==> config.mk <==
export PLATFORM = sky130hd
export DESIGN_NAME = xbar_out_lock
export DESIGN_NICKNAME = d
export VERILOG_FILES = /design/src/rtl/xbar_out_lock.sv
export SDC_FILE = /design/constraint.sdc
export NUM_CORES = 1
export LEC_CHECK = 0
export BUFFER_PORTS_ARGS = -buffer_cell sky130_fd_sc_hd__clkbuf_2
export CAP_MARGIN = 40
export CORE_MARGIN = 3
export CORE_UTILIZATION = 45
export CTS_CLUSTER_DIAMETER = 60
export DETAILED_ROUTE_END_ITERATION = 12
export GPL_TIMING_DRIVEN = 0
export HOLD_SLACK_MARGIN = 0.12
export PLACE_DENSITY = 0.81
export SYNTH_ARGS = -nofsm -noshare
export SYNTH_HDL_FRONTEND = slang
export SYNTH_SLANG_ARGS = --single-unit
==> constraint.sdc <==
create_clock -name clk_i -period 4.2 [get_ports clk_i]
set_clock_uncertainty 0.2 [all_clocks]
set_input_delay 0.21 -clock clk_i [delete_from_list [all_inputs] [get_ports clk_i]]
set_output_delay 0.21 -clock clk_i [all_outputs]
set_load 0.02 [all_outputs]
==> src/rtl/xbar_out_lock.sv <==
// ============================================================================
//  Module   : xbar_out_lock
//  Brief    : Switch output port. Requests arbitration, locks onto the granted
//             input for a whole packet and registers flits into a one-entry
//             valid/ready output stage.
//  Revision : 1.0  initial release
// ============================================================================
`default_nettype none

module xbar_out_lock #(
   parameter int IN_N       = 5,
   parameter int DATA_WIDTH = 8,
   parameter int IDX_W      = $clog2(IN_N)
) (
   input  logic                       clk_i,
   input  logic                       rst_i,
   input  logic [IN_N-1:0]            in_valid_i,
   input  logic [IN_N-1:0]            in_last_i,
   input  logic [IN_N*DATA_WIDTH-1:0] in_data_i,
   output logic [IN_N-1:0]            in_ready_o,
   output logic [IN_N-1:0]            arb_req_o,
   input  logic [IDX_W-1:0]           arb_grant_i,
   output logic                       out_valid_o,
   output logic                       out_last_o,
   output logic [DATA_WIDTH-1:0]      out_data_o,
   input  logic                       out_ready_i,
   output logic                       locked_o,
   output logic [IDX_W-1:0]           owner_o,
   output logic                       err_o
);

   localparam logic [0:0] S_IDLE   = 1'b0;
   localparam logic [0:0] S_LOCKED = 1'b1;

   logic [0:0]            r_state;
   logic                  r_out_valid;
   logic                  r_out_last;
   logic [DATA_WIDTH-1:0] r_out_data;
   logic [IDX_W-1:0]      r_owner;
   logic                  r_err;

   logic                  w_slot_free;
   logic [IN_N-1:0]       w_grant_hot;
   logic [IN_N-1:0]       w_owner_hot;
   logic [IN_N-1:0]       w_req;
   logic [IN_N-1:0]       w_ready;
   logic                  w_grant_ok;
   logic                  w_bad_grant;
   logic                  w_hs;
   logic                  w_sel_last;
   logic [DATA_WIDTH-1:0] w_sel_data;

   always_comb begin
      w_slot_free = !r_out_valid | out_ready_i;
      w_grant_hot = '0;
      w_owner_hot = '0;
      for (int k = 0; k < IN_N; k++) begin
         w_grant_hot[k] = (arb_grant_i == IDX_W'(k));
         w_owner_hot[k] = (r_owner == IDX_W'(k));
      end

      // Requests only go out when the slot can take a flit this cycle, since
      // the arbiter rotates priority on every nonzero grant.
      w_req = (!rst_i && r_state == S_IDLE && w_slot_free) ? in_valid_i : '0;
      // A grant index beyond IN_N has no matching hot bit, so it reads as invalid.
      w_grant_ok  = |(w_req & w_grant_hot);
      w_bad_grant = (|w_req) & !w_grant_ok;

      if (rst_i)
         w_ready = '0;
      else if (r_state == S_IDLE)
         w_ready = w_req & w_grant_hot;
      else
         w_ready = w_slot_free ? w_owner_hot : '0;

      w_hs       = |(in_valid_i & w_ready);
      w_sel_data = '0;
      w_sel_last = 1'b0;
      for (int k = 0; k < IN_N; k++) begin
         if (w_ready[k]) begin
            w_sel_data = in_data_i[k*DATA_WIDTH +: DATA_WIDTH];
            w_sel_last = in_last_i[k];
         end
      end
   end

   always_ff @(posedge clk_i or posedge rst_i) begin
      if (rst_i) begin
         r_state     <= S_IDLE;
         r_out_valid <= 1'b0;
         r_out_last  <= 1'b0;
         r_out_data  <= '0;
         r_owner     <= '0;
         r_err       <= 1'b0;
      end else begin
         if (w_hs) begin
            r_out_valid <= 1'b1;
            r_out_last  <= w_sel_last;
            r_out_data  <= w_sel_data;
         end else if (w_slot_free) begin
            r_out_valid <= 1'b0;
         end

         if (w_bad_grant)
            r_err <= 1'b1;

         case (r_state)
            S_IDLE: begin
               if (w_grant_ok) begin
                  r_owner <= arb_grant_i;
                  if (!w_sel_last)
                     r_state <= S_LOCKED;
               end
            end
            S_LOCKED: begin
               // The tail releases the lock; arbitration resumes next cycle.
               if (w_hs && w_sel_last)
                  r_state <= S_IDLE;
            end
            default: r_state <= S_IDLE;
         endcase
      end
   end

   assign in_ready_o  = w_ready;
   assign arb_req_o   = w_req;
   assign out_valid_o = r_out_valid;
   assign out_last_o  = r_out_last;
   assign out_data_o  = r_out_data;
   assign locked_o    = (r_state == S_LOCKED);
   assign owner_o     = r_owner;
   assign err_o       = r_err;

endmodule

`default_nettype wire
## Word level (Yosys, flattened, before mapping)

Cells that the tools add are included.

- Word-level logic and storage cells: 52
- Register bits after elaboration: 15
- Output and inout port bits: 25

- Mux-type cells: 20
- Bitwise logic cells: 5
- Reduce and logical (&&, ||, !) cells: 13
- Equality and inequality tests: 8

Operators by type and width:

| cell | count |
|---|---|
| 8-bit 2-to-1 mux | 5 |
| 5-bit 2-to-1 mux | 4 |
| 5-bit OR reduction | 3 |
| 3-bit by 2-bit equality test with 1-bit output (second input constant) | 4 |
| 5-bit AND | 2 |
| 1-bit 2-to-1 mux | 10 |
| 3-bit by 1-bit equality test with 1-bit output (second input constant) | 2 |
| 3-bit equality test (second input constant) | 2 |
| 3-bit logical NOT | 2 |
| 1-bit logical AND | 3 |
| 1-bit logical NOT | 3 |
| 1-bit case mux with 2 select lines | 1 |
| 2-bit AND reduction | 1 |
| 2-bit nonzero test | 1 |
| 1-bit AND | 1 |
| 1-bit NOT | 1 |
| 1-bit OR | 1 |

## Depth between registers and ports, before layout

- Word-level depth: 15
- Mapped depth: 8
- Depth with buffers taken out: 7

## Worst setup path before layout

No wires, ideal clock.

- Path type: reg2reg
- Start: reg r_state (netlist: locked_o)
- End: reg r_out_data[0] (netlist: out_data_o[0])
- Path buffers: 1
- Stages on the path, launching flop included: 8
- Period minus slack after synthesis: 2353 ps
- Data required time: 3875 ps
- Path slack: 1847 ps
- Data arrival time: 2028 ps
- Cell sequence: dfrtp_1 or2_1 or3_4 a2bb2o_4 a222oi_1 and3_1 buf_6 mux2_4

- Cells in the longest elaborated chain, start to end: 12
- Elaborated cells on any way between the ends: 14
- Those cells by class: mux (8); bitwise (3); reduce/logical (3)

RTL lines:

| item | line | RTL |
|---|---|---|
| start, declared | 35 | `logic [0:0] r_state;` |
| start signal, assigned | 89 | `r_state <= S_IDLE;` |
| start signal, assigned | 112 | `r_state <= S_LOCKED;` |
| start signal, assigned | 118 | `r_state <= S_IDLE;` |
| 1-bit NOT (no line) | - |  |
| 1-bit logical AND (2 in a row) | 64 | `w_req = (!rst_i && r_state == S_IDLE && w_slot_free) ? in_valid_i : '0;` |
| 5-bit 2-to-1 mux | 64 |  |
| 5-bit AND | 72 | `w_ready = w_req & w_grant_hot;` |
| 5-bit 2-to-1 mux * | 71 | `else if (r_state == S_IDLE)` |
| 5-bit 2-to-1 mux * | 69 | `if (rst_i)` |
| 8-bit 2-to-1 mux (5 in a row) | 80 | `if (w_ready[k]) begin` |
| end signal, assigned | 99 | `r_out_data <= w_sel_data;` |
| end, declared | 38 | `logic [DATA_WIDTH-1:0] r_out_data;` |

Every way passes the cells marked *; elsewhere a longest branch is shown, timed or not.
A chain may end at the register's enable or synchronous reset.

## Final worst setup path

- Start: in rst_i
- End: reg r_out_data[1] (netlist: out_data_o[1])

- Cells in the longest elaborated chain, start to end: 12
- Elaborated cells on any way between the ends: 14
- Those cells by class: mux (8); bitwise (2); reduce/logical (4)

RTL lines:

| item | line | RTL |
|---|---|---|
| start, declared | 16 | `input logic rst_i,` |
| 1-bit logical NOT (no line) | - |  |
| 1-bit logical AND (2 in a row) | 64 |  |
| 5-bit 2-to-1 mux | 64 |  |
| 5-bit AND | 72 |  |
| 5-bit 2-to-1 mux | 71 |  |
| 5-bit 2-to-1 mux * | 69 |  |
| 8-bit 2-to-1 mux (5 in a row) | 80 |  |

Marked as above.

==> reports/metrics.cfg <==
[run_status]
status = completed

[routing]
wl_per_cell_um = 16.5
drc = 0
vias = 1538
drt-vias-per-instance = 5.94
ant_nets = 0
dr.first_iter.drc_count = 60
drt-total-wl_mm = 4.28
first_pass_iters = 4

[sta]
fmax_mhz = 279
maxSlewViolCount = 0
rsz0062_at_grt = no
tightestPinTransition_ps = 666
hold_violations = 0
layout_min_cycle_time_ps = 3580
fin_crit_sh_pct = 85.3
holdWs_ps = 124
relSlewSlack_pct = 55.5
finalSetupViolCount = 0
fin_setup_tns_ps = 0

[critical_path]
cp-end-kind = flop
path_max_fanout = 16
worst_setup_path_start_kind = input port
crit_required_ps = 4180
r2r-start = owner_o[0]
worstPathArrival_ps = 3560
ff2ff_setup_slack_ps = 900
setup.worst_path.start = rst_i
path_class = in -> reg

[die]
dieArea_um2 = 3360
rows = 18
die_width_um = 57.9
ios = 81
initial_utilization_pct = 48.1
die-height_um = 57.9
coreArea_um2 = 2520

[final_layout]
n_antenna_cell = 0
layout.cells.non_filler = 259
fin_nets = 286
fillCellCount = 187
postLayoutCellArea_um2 = 1870
area_growth_pct = 54.0
drive_gt1_share_pct = 45.9

[clocking]
cts_tree = built
path_clk_slew_ps = 110
root_buffer = clkbuf_4
clk_latency_ps = 290
post-cts-setup-buffers = 0
htreeDepth = 1
cts_buffers = 3
clock-sinks = 15
clk_path_buf_depth = 2

[placement]
portBuffers = 78
dpl.hpwl_mm = 2.99
place_inst = 235
place_area_um2 = 1640
gp_congestion = 0.912

[global_route]
grt_pass1_vias = 1464
antenna_found_initial = 0
grtUsageTotal_pct = 25.8
grt_pass1_wl_mm = 6.80
grt_max_degree = 17
overflow = 0

[yosys]
yosysTopAreaCell = dfrtp_1
seq_area_frac_synth_pct = 30.9
synth_area_um2 = 1210
yosysWarnings = 0
syn-num-nets = 183
syn_avg_cell_area_um2 = 9.56
syn_inst = 127
synth_seq_cells = 15
yosysTopAreaCellShare_pct = 30.9
ys.flop_type = dfrtp_1
synth-edff-count = 0
synthTopCellsByArea = dfrtp_1, mux2_4, a221oi_1, a22oi_1, o21ai_0
synthArstFlopShare_pct = 100
ys_types = 41

[pwr]
vdd_drop_max_v = 0.000387
powerDensity_nw_per_um2 = 547
leakage_nw = 0.979
total_power_mw = 1.02

[worst_hold_path]
min_path_type = in -> reg
min_from = in_data_i[23]

[run]
maxCapViolCount = 0

[flip-flops by register name, indices dropped and copies added (netlist names)]
| name | count |
|---|---|
| out_data_o | 8 |
| owner_o | 3 |
| err_o | 1 |
| locked_o | 1 |
| out_last_o | 1 |
| out_valid_o | 1 |
[kinds of logic after synthesis]
family                 share of synthesized area, %
DFF                                            30.9
AOI/OAI and AO/OA                              32.8
buffers and inverters                          5.36
and+or+nand+nor                                20.1
muxes                                          10.8
[worst max-delay path, stage by stage]
cell and delay [ps]:
dlygate4sd3_1 520, buf_2 200, inv_1 340, a41o_1 330, o21a_1 130, buf_2 200, a22oi_1 180, dlygate4sd3_1 560
o21ai_1 60, dlygate4sd3_1 560, mux2_1 270
[worst paths after layout]
| kind | to | cells after the start |
|---|---|---|
| max | out_data_o[1] | 11 |
| min | out_data_o[7] | 4 |
| max reg2reg | out_data_o[1] | 10 |
| min reg2reg | err_o | 1 |
| max in group asynchronous | out_data_o[2] | 3 |
| min in group asynchronous | out_data_o[3] | 3 |
[synth_stat cells (2+ instances only)]
| cell type | n |
|---|---|
| dfrtp_1 | 15 |
| nor2_1 | 11 |
| a221oi_1 | 9 |
| o21ai_0 | 9 |
| a22oi_1 | 8 |
| mux2_4 | 8 |
| nand2_1 | 7 |
| and3_1 | 6 |
| a21o_1 | 4 |
| buf_2 | 4 |
| inv_1 | 4 |
| nor4_1 | 3 |
| a22o_1 | 2 |
| a2bb2o_4 | 2 |
| a32o_1 | 2 |
| a41o_1 | 2 |
| and2_1 | 2 |
| buf_6 | 2 |
| nand3b_1 | 2 |
| nor2b_1 | 2 |
| nor3_1 | 2 |
| o21ai_1 | 2 |
[placed cells by master, fill, tap and decap left out, types with 2 or more instances in the layout]
master	count
a21o_1	4
a221oi_1	9
a22o_1	2
a22oi_1	8
a2bb2o_4	2
a32o_1	2
a41o_1	2
and2_1	2
and3_1	6
buf_2	4
buf_6	2
clkbuf_2	78
clkbuf_4	3
dfrtp_1	15
dlygate4sd3_1	20
inv_1	4
mux2_4	8
nand2_1	7
nand3b_1	2
nor2_1	11
nor2b_1	2
nor3_1	2
nor4_1	3
o21ai_0	9
o21ai_1	2
[area by class of cell]
type | instances | area (um2) | area share (%)
multi-input cells | 100 | 773 | 41.4
repair buffers | 98 | 591 | 31.6
flip-flops and latches | 15 | 375 | 20.1
plain buffers | 7 | 46.3 | 2.48
well taps | 30 | 37.5 | 2.01
clock buffers | 3 | 22.5 | 1.20
inverters | 5 | 18.8 | 1.00
clock inverters | 1 | 5.00 | 0.268
[routing by layer]
metal  up-vias  routed length, um  GRT usage, %  share of wire, %
met5         -                  0             0                 0
met4         0                157          10.9               3.7
met3        19                305          4.90               7.1
met2        95               2170          42.4                51
met1       723               1650          32.9                38
li1        701                  -             -                 -
[stage by stage]
step | setup slack [ps] | util [%]
final | 617 | 74.1
after global routing | 428 | 74.1
after CTS | 617 | 74.1
after detailed placement | 1670 | 65.1
after global placement | 1710 | 65.1
after floorplan | 1850 | -
[power by group]
part	switching (mW)	total [mW]	internal, mW
Clock	0.0554	0.0908	0.0354
Sequential	0.0445	0.245	0.201
Combinational	0.355	0.687	0.333
Total	0.455	1.02	0.569
[what timing repair did]
| item | 4_1_cts | 5_1_grt |
|---|---|---|
| endpoints found under the hold margin | 24 | 0 |
| gates resized for setup | 0 | 0 |
| hold buffers | 20 | 0 |
No activity file was read; power rests on OpenSTA's default activity.
